File: src/rtl/fifo_rd_packer.sv
// fifo_rd_packer: drains a one-cycle-latency FIFO and packs RATIO words into each valid/ready output beat
module fifo_rd_packer #(
  parameter int FIFO_WIDTH = 16,
  parameter int RATIO = 2,
  parameter int OUT_WIDTH = FIFO_WIDTH * RATIO
) (
  input  logic                  clk,
  input  logic                  rst,
  input  logic                  fifo_empty,
  input  logic [FIFO_WIDTH-1:0] fifo_data_out,
  input  logic                  fifo_underflow,
  output logic                  fifo_rd_en,
  input  logic                  flush,
  output logic [OUT_WIDTH-1:0]  m_data,
  output logic [RATIO-1:0]      m_keep,
  output logic                  m_valid,
  input  logic                  m_ready,
  output logic                  flush_done,
  output logic                  underflow_err
);
  localparam int CW = $clog2(RATIO + 1);
  localparam logic [CW-1:0] FULL = CW'(RATIO);
  typedef enum logic [1:0] {FILL, FLUSH_WAIT, FLUSH_EMIT} state_t;
  state_t state_q, state_d;
  logic [RATIO-1:0][FIFO_WIDTH-1:0] acc_q, acc_d, m_data_q, m_data_d;
  logic [RATIO-1:0] m_keep_q, m_keep_d;
  logic [CW-1:0] cnt_q, cnt_d;
  logic [CW:0] inflight;
  logic rd_pending_q, m_valid_q, m_valid_d, underflow_err_q, out_free;
  assign m_data = m_data_q;
  assign m_keep = m_keep_q;
  assign m_valid = m_valid_q;
  assign underflow_err = underflow_err_q;
  // Read gating counts the in-flight word so the accumulator can never overflow; capture, transfer and flush sequencing
  always_comb begin
    inflight = {1'b0, cnt_q} + {{CW{1'b0}}, rd_pending_q};
    out_free = !m_valid_q || m_ready;
    fifo_rd_en = !rst && state_q == FILL && !fifo_empty && inflight < {1'b0, FULL};
    flush_done = 1'b0;
    state_d = state_q;
    acc_d = acc_q;
    cnt_d = cnt_q + CW'(rd_pending_q);
    m_data_d = m_data_q;
    m_keep_d = m_keep_q;
    m_valid_d = m_valid_q && !m_ready;
    for (int i = 0; i < RATIO; i++)
      if (rd_pending_q && cnt_q == CW'(i)) acc_d[i] = fifo_data_out;
    if (cnt_q == FULL && out_free) begin
      m_data_d = acc_q;
      m_keep_d = '1;
      m_valid_d = 1'b1;
      cnt_d = '0;
    end
    case (state_q)
      FILL: state_d = flush ? FLUSH_WAIT : FILL;
      FLUSH_WAIT:
        if (!rd_pending_q && cnt_q != FULL) begin
          state_d = cnt_q == '0 ? FILL : FLUSH_EMIT;
          flush_done = !rst && cnt_q == '0;
        end
      FLUSH_EMIT:
        if (out_free) begin
          for (int i = 0; i < RATIO; i++) begin
            m_data_d[i] = CW'(i) < cnt_q ? acc_q[i] : '0;
            m_keep_d[i] = CW'(i) < cnt_q;
          end
          m_valid_d = 1'b1;
          cnt_d = '0;
          state_d = FILL;
          flush_done = !rst;
        end
      default: state_d = FILL;
    endcase
  end
  // State, accumulator and output register; reset drops held words and any in-flight read
  always_ff @(posedge clk) begin
    if (rst) begin
      state_q <= FILL;
      acc_q <= '0;
      cnt_q <= '0;
      rd_pending_q <= 1'b0;
      m_data_q <= '0;
      m_keep_q <= '0;
      m_valid_q <= 1'b0;
      underflow_err_q <= 1'b0;
    end else begin
      state_q <= state_d;
      acc_q <= acc_d;
      cnt_q <= cnt_d;
      rd_pending_q <= fifo_rd_en;
      m_data_q <= m_data_d;
      m_keep_q <= m_keep_d;
      m_valid_q <= m_valid_d;
      underflow_err_q <= underflow_err_q | fifo_underflow;
    end
  end
endmodule

File: config.mk
export PLATFORM = sky130hd
export DESIGN_NAME = fifo_rd_packer
export DESIGN_NICKNAME = d
export VERILOG_FILES = /design/src/rtl/fifo_rd_packer.sv
export SDC_FILE = /design/constraint.sdc
export NUM_CORES = 1
export LEC_CHECK = 0
export ABC_AREA = 1
export ABC_CLOCK_PERIOD_IN_PS = 1200
export CORE_ASPECT_RATIO = 0.5
export CORE_MARGIN = 2
export CORE_UTILIZATION = 45
export CTS_CLUSTER_SIZE = 12
export DETAILED_ROUTE_END_ITERATION = 10
export PLACE_DENSITY = 0.8
export SYNTH_ARGS = -nofsm -noshare
export SYNTH_HDL_FRONTEND = slang
export SYNTH_SLANG_ARGS = --single-unit
File: constraint.sdc
create_clock -name clk -period 1.2 [get_ports clk]
set_input_delay 0.24 -clock clk [delete_from_list [all_inputs] [get_ports clk]]
set_output_delay 0.24 -clock clk [all_outputs]
set_load 0.01 [all_outputs]
==> impl_metrics.env, run 1 <==
export IMPL_min_to="underflow_err"
export IMPL_violations="negative setup slack"
export IMPL_fin_area_mm2=0.005674
export IMPL_netlist_instances=351
export IMPL_ys_warnings_count=0
export IMPL_worst_r2r_endpoint="acc_q[11]"
export IMPL_grt_pass1_wl_mm=18.60
export IMPL_drc=0
export IMPL_final_core_util=0.9409
export IMPL_drive_gt1_frac=0.6745
export IMPL_grt_max_degree=39
export IMPL_cts_tree="built"
export IMPL_slew_headroom=0.5757
export IMPL_synth_async_reset_ratio=0
export IMPL_first_pass_iters=6
export IMPL_peakVddDrop_mv=1.497
export IMPL_clock_skew_ps=10.20
export IMPL_crit_type="reg2out"
export IMPL_insertion_delay_ps=360
export IMPL_slew_violations=0
export IMPL_hold_path_cell_count=2
export IMPL_cts_root_buf="clkbuf_16"
export IMPL_reg2regPathDepth=8
export IMPL_setup_ws_ps=-501.5
export IMPL_required_ps=960
export IMPL_overflow=0
export IMPL_nets=493
export IMPL_place_hpwl_mm=4.568
export IMPL_die_area_mm2=0.006867
export IMPL_synthTopCellsByArea="dfxtp_1 53%, nor2_1 10%, nand3_1 9.9%"
export IMPL_die_h_um=59.61
export IMPL_cts_clk_slew_worst_paths_ps=60
export IMPL_arrival_ps=1460
export IMPL_portBuffers=59
export IMPL_coreArea_mm2=0.006031
export IMPL_yosysSeqAreaShare=0.5252
export IMPL_max_freq_mhz=587.7
export IMPL_hp_class="reg2reg"
export IMPL_min_period_over_period=1.418
export IMPL_crit_path_start_kind="flop"
export IMPL_final_antenna_net_count=0
export IMPL_rr_startpoint="rd_pending_q"
export IMPL_placedInstanceArea_mm2=0.003628
export IMPL_routed_wl_mm=17.19
export IMPL_reg2reg_setup_slack_ps=-490
export IMPL_p_leak_nw=2.216
export IMPL_synth_enable_flop_cells=0
export IMPL_synthesis_area_mm2=0.002783
export IMPL_synthTopCellsByCount="74 x nor2_1, 73 x dfxtp_1, 55 x nand3_1, 35 x a21oi_1, 33 x o21ai_0"
export IMPL_synth_area_leader_cell="dfxtp_1"
export IMPL_htree_levels=3
export IMPL_grt_pass1_vias=3273
export IMPL_yosysMostFrequentCell="nor2_1"
export IMPL_whs_ps=482.4
export IMPL_place_inst=504
export IMPL_tns_ps=-25080
export IMPL_synth_top_area_frac=0.5252
export IMPL_synth_flop_cell="dfxtp_1"
export IMPL_crit_path_max_fanout=2
export IMPL_track_usage=0.3769
export IMPL_cp_end_kind="output port"
export IMPL_hold_viol_final=0
export IMPL_grt_setup_unrepaired="yes"
export IMPL_syn_avg_cell_area_um2=7.928
export IMPL_diodes=0
export IMPL_p_total_mw=6.522
export IMPL_clockBufferDepth=2
export IMPL_setup_violations=78
export IMPL_period_minus_slack_ps=1702
export IMPL_start_util=0.4614
export IMPL_num_rows=20
export IMPL_syn_num_nets=378
export IMPL_finalWeightedCongestion=0.8094
export IMPL_worstHoldStart="underflow_err"
export IMPL_avgRoutedWirePerCell_um=30.81
export IMPL_clock_sink_count=73
export IMPL_ys_ff_latch=73
export IMPL_antenna_found_initial=0
export IMPL_area_delta_synth_final_pct=103.9
export IMPL_fin_cells=558
export IMPL_via_per_inst=6.661
export IMPL_cts_made_buffers=9
export IMPL_outcome="complete, but fails checks"
export IMPL_cap_violations=0
export IMPL_pin_count=60
export IMPL_drt_iter0_markers=652
export IMPL_via_count=3717
export IMPL_tightest_slew_ps=636.5
export IMPL_die_x_um=115.2
export IMPL_synth_cell_types=19
export IMPL_power_per_cell_area_mw_per_mm2=1149
export IMPL_postCtsHoldBufs=0
export IMPL_post_place_ws_ps=-621.5
-- state kept, by name (all words and copies together), names as in the netlist, named ones only --
register and flops:
acc_q 32, cnt_q 2, m_data 32, m_keep 1, m_valid 1, rd_pending_q 1, state_q 2, underflow_err 1
-- what timing repair did --
| item | 4_1_cts | 5_1_grt |
|---|---|---|
| pin swaps | 41 | 62 |
| cloned | 10 | 5 |
| buffers inserted | 16 | 17 |
| gates resized for setup | 198 | 277 |
| setup endpoints to repair | 94 | 108 |
-- metal layers --
metal / global-route usage / part of all wire
met1: 0.4749 / 0.36
met2: 0.5655 / 0.41
met3: 0.1421 / 0.15
met4: 0.2083 / 0.077
met5: 0 / 0
-- where the power goes --
part | switching [mW] | leakage (nW) | internal (mW)
Sequential | 0.125 | 0.597 | 2.52
Combinational | 0.753 | 1.49 | 0.561
Clock | 1.18 | 0.131 | 1.38
Total | 2.06 | 2.22 | 4.46
-- layout make-up --
type	instances	area (um^2)
Multi-Input combinational cell	247	2386
Sequential cell	73	1479
Timing Repair Buffer	120	1323
Fill cell	145	356.6
Clock buffer	9	225.2
Tap cell	88	110.1
Inverter	14	95.09
Clock inverter	6	36.28
Timing Repair inverter	1	20.02
-- worst max path at each step --
stage	startpoint	end	slack, ps	cells after the start
2_1_floorplan	rst	flush_done	-40	6
6_report	rd_pending_q	fifo_rd_en	-500	6
3_5_place_dp	m_ready	flush_done	-620	6
5_1_grt	rd_pending_q	fifo_rd_en	-510	6
3_3_place_gp	m_ready	flush_done	-630	6
4_1_cts	state_q[0]	flush_done	-360	5
-- layout by cell type (no fill, tap or decap), drive strengths merged --
master         synthesis  final
clkbuf                 5     40
nor2                  77     77
a21oi                 35     35
nand2                 36     40
dlygate4sd2            0      1
buf                   16     61
clkinvlp               0      2
ha                     5      5
nand3                 55     55
nor3                   2      2
clkdlybuf4s15          0      6
inv                   14     13
clkinv                 0      6
o21ai                 33     33
dfxtp                 73     73
clkdlybuf4s50          0     21
-- cell families (layout without fill, tap and decap cells) --
group | count (synthesis) | after routing | synth area share
AOI/OAI and AO/OA | 68 | 68 | 0.1223
DFF | 73 | 73 | 0.5252
buffers and inverters | 35 | 150 | 0.06250
and+or+nand+nor | 170 | 174 | 0.2675
adders and majority gates | 5 | 5 | 0.02248
-- critical path, stage by stage (launching register included) --
cell	delay, ps
dfxtp_2	370
ha_4	200
inv_4	70
ha_4	150
nand2_4	50
nor3_2	100
buf_2	160
Note: power is estimated with default switching activity, not from simulation.
==> inputs of run 2 (changes only) <==
--- a/config.mk
+++ b/config.mk
@@ -12,6 +12,7 @@
 export CORE_UTILIZATION = 45
 export CTS_CLUSTER_SIZE = 12
 export DETAILED_ROUTE_END_ITERATION = 10
+export GPL_TIMING_DRIVEN = 1
 export PLACE_DENSITY = 0.8
 export SYNTH_ARGS = -nofsm -noshare
 export SYNTH_HDL_FRONTEND = slang
==> results of run 2 <==
The final DEF is identical to that of run 1; final timing and power are the same.
==> inputs of run 3 (changes only) <==
--- a/config.mk
+++ b/config.mk
@@ -9,11 +9,12 @@
 export ABC_CLOCK_PERIOD_IN_PS = 1200
 export CORE_ASPECT_RATIO = 0.5
 export CORE_MARGIN = 2
-export CORE_UTILIZATION = 45
+export CORE_UTILIZATION = 55
 export CTS_CLUSTER_SIZE = 12
 export DETAILED_ROUTE_END_ITERATION = 10
+export DONT_BUFFER_PORTS = 1
 export GPL_TIMING_DRIVEN = 1
-export PLACE_DENSITY = 0.8
+export PLACE_DENSITY = 0.78
 export SYNTH_ARGS = -nofsm -noshare
 export SYNTH_HDL_FRONTEND = slang
 export SYNTH_SLANG_ARGS = --single-unit
==> run 3 against run 2 <==
  * The run ends with negative hold slack, negative setup slack left
  * Die area fell by 17%
  * Non-clock buffer count fell by 90
  * Clock skew fell by 2.1 ps
  * Design area fell by 24%
  * Routed wire length fell by 29%
  * Combinational power fell by 37%
  * Sequential share of layout area rose by 8.2 points
  * Critical path type is now reg2reg
  * Largest cell class unchanged
  * Largest power group unchanged
  * Highest routed layer unchanged
==> impl_metrics.env, run 3 (synthesis gave the netlist of run 1 again) <==
export IMPL_comb_power_share=0.146
export IMPL_start_util=0.5668
export IMPL_peakVddDrop_mv=1.242
export IMPL_fin_cells=452
export IMPL_coreArea_mm2=0.004910
export IMPL_post_place_ws_ps=-199.1
export IMPL_arrival_ps=1940
export IMPL_first_pass_iters=6
export IMPL_cts_tree="built"
export IMPL_portBuffers=0
export IMPL_whs_ps=-4.108
export IMPL_required_ps=1460
export IMPL_place_hpwl_mm=4.422
export IMPL_grt_max_degree=39
export IMPL_p_leak_nw=1.531
export IMPL_p_sw_frac=0.2929
export IMPL_drt_iter0_markers=493
export IMPL_crit_path_max_fanout=4
export IMPL_slew_violations=0
export IMPL_antenna_found_initial=0
export IMPL_routed_wl_mm=12.22
export IMPL_p_int_mw=3.998
export IMPL_final_core_util=0.8774
export IMPL_via_per_inst=6.951
export IMPL_cap_violations=0
export IMPL_insertion_delay_ps=370
export IMPL_p_total_mw=5.654
export IMPL_setup_violations=73
export IMPL_violations="negative hold slack, negative setup slack"
export IMPL_seq_power_share=0.464
export IMPL_cts_clk_slew_worst_paths_ps=90
export IMPL_clock_skew_ps=8.101
export IMPL_drive_gt1_frac=0.5079
export IMPL_diodes=0
export IMPL_finalWeightedCongestion=0.7828
export IMPL_fin_area_mm2=0.004308
export IMPL_final_antenna_net_count=0
export IMPL_min_period_over_period=1.402
export IMPL_clock_power_share=0.390
export IMPL_power_per_cell_area_mw_per_mm2=1313
export IMPL_htree_levels=3
export IMPL_grt_setup_unrepaired="yes"
export IMPL_num_rows=18
export IMPL_die_area_mm2=0.005679
export IMPL_hp_class="in2reg"
export IMPL_multi_input_area_mm2=0.002024
export IMPL_placedInstanceArea_mm2=0.002890
export IMPL_place_inst=412
export IMPL_cp_end_kind="flop"
export IMPL_slew_headroom=0.7755
export IMPL_nFillCells=198
export IMPL_overflow=0
export IMPL_die_x_um=104.6
export IMPL_area_delta_synth_final_pct=54.81
export IMPL_switchingPower_mw=1.656
export IMPL_setup_ws_ps=-481.8
export IMPL_grt_pass1_wl_mm=12.59
export IMPL_crit_path_start_kind="flop"
export IMPL_die_h_um=54.30
export IMPL_nets=404
export IMPL_seq_area_mm2=0.001478
export IMPL_layout_common_cells="68 x dfxtp_1, 51 x nor2_1, 35 x nand3_2, 29 x a21oi_2, 25 x o21ai_0"
export IMPL_grt_pass1_vias=2431
export IMPL_max_freq_mhz=594.6
export IMPL_period_minus_slack_ps=1682
export IMPL_outcome="complete, but fails checks"
export IMPL_clockBufferDepth=2
export IMPL_via_count=3142
export IMPL_drc=0
export IMPL_tightest_slew_ps=334.2
export IMPL_clock_sink_count=73
export IMPL_cts_root_buf="clkbuf_8"
export IMPL_mostFrequentLayoutCell="dfxtp_1"
export IMPL_pin_count=60
export IMPL_cts_made_buffers=9
export IMPL_track_usage=0.2995
export IMPL_avgRoutedWirePerCell_um=27.02
export IMPL_hold_viol_final=2
export IMPL_crit_type="reg2reg"
[run 3: worst max-delay path, cell delays in order, from the launching register on]
cell,delay [ps]
dfxtp_4,380
buf_6,130
buf_6,120
nor2_4,160
buf_6,150
nand2_8,100
nand2_8,120
nand3_1,120
a21oi_1,300
[run 3: repair_timing]
item | CTS | global route
setup buffers | 6 | 7
pin swaps | 13 | 43
endpoints found under the hold margin | 35 | 0
setup endpoints to repair | 66 | 70
resized for setup | 65 | 159
gates cloned | 3 | 7
hold buffers | 2 | 0
[run 3: area by class of cell]
class                   count  share of cell area
repair buffers             30             0.09788
flip-flops and latches     73              0.3430
clock buffers               9             0.02875
inverters                  14             0.01830
well taps                  70             0.02033
clock inverters             7             0.02178
multi-input cells         249              0.4699
[run 3: path summary, 6_finish.rpt]
check,slack [ps],endpoint,from,cells after the start
worst max-delay path,-480,m_data[6],cnt_q[0],8
worst min-delay path,-4,underflow_err,fifo_underflow,2
worst max register to register,-480,m_data[6],cnt_q[0],8
worst min register to register,470,m_data[20],acc_q[20],2
[run 3: metrics by stage]
stage,TNS (ps),hold slack (ps)
CTS,-5853,16.73
global route,-17970,2.122
finish,-17270,-4.108
floorplan,-40.90,316.8
detailed placement,-5030,315.8
global placement,-1799,313.3
[run 3: routing by layer]
| metal | vias up | wire (um) | track usage |
|---|---|---|---|
| li1 | 1228 | - | - |
| met1 | 1436 | 4198 | 0.3484 |
| met2 | 352 | 5145 | 0.5065 |
| met3 | 126 | 1967 | 0.1202 |
| met4 | 0 | 903 | 0.1400 |
| met5 | - | 0 | 0 |
[run 3: power groups by stage]
| stage | logic, mW | registers [mW] | clock network [mW] |
|---|---|---|---|
| after global placement | 0.331 | 2.63 | 0 |
| after detailed placement | 0.345 | 2.64 | 0 |
| after global routing | 0.844 | 2.63 | 2.27 |
| after floorplan | 0.288 | 2.62 | 0 |
| final | 0.826 | 2.62 | 2.21 |
| after CTS | 0.508 | 2.58 | 2.09 |
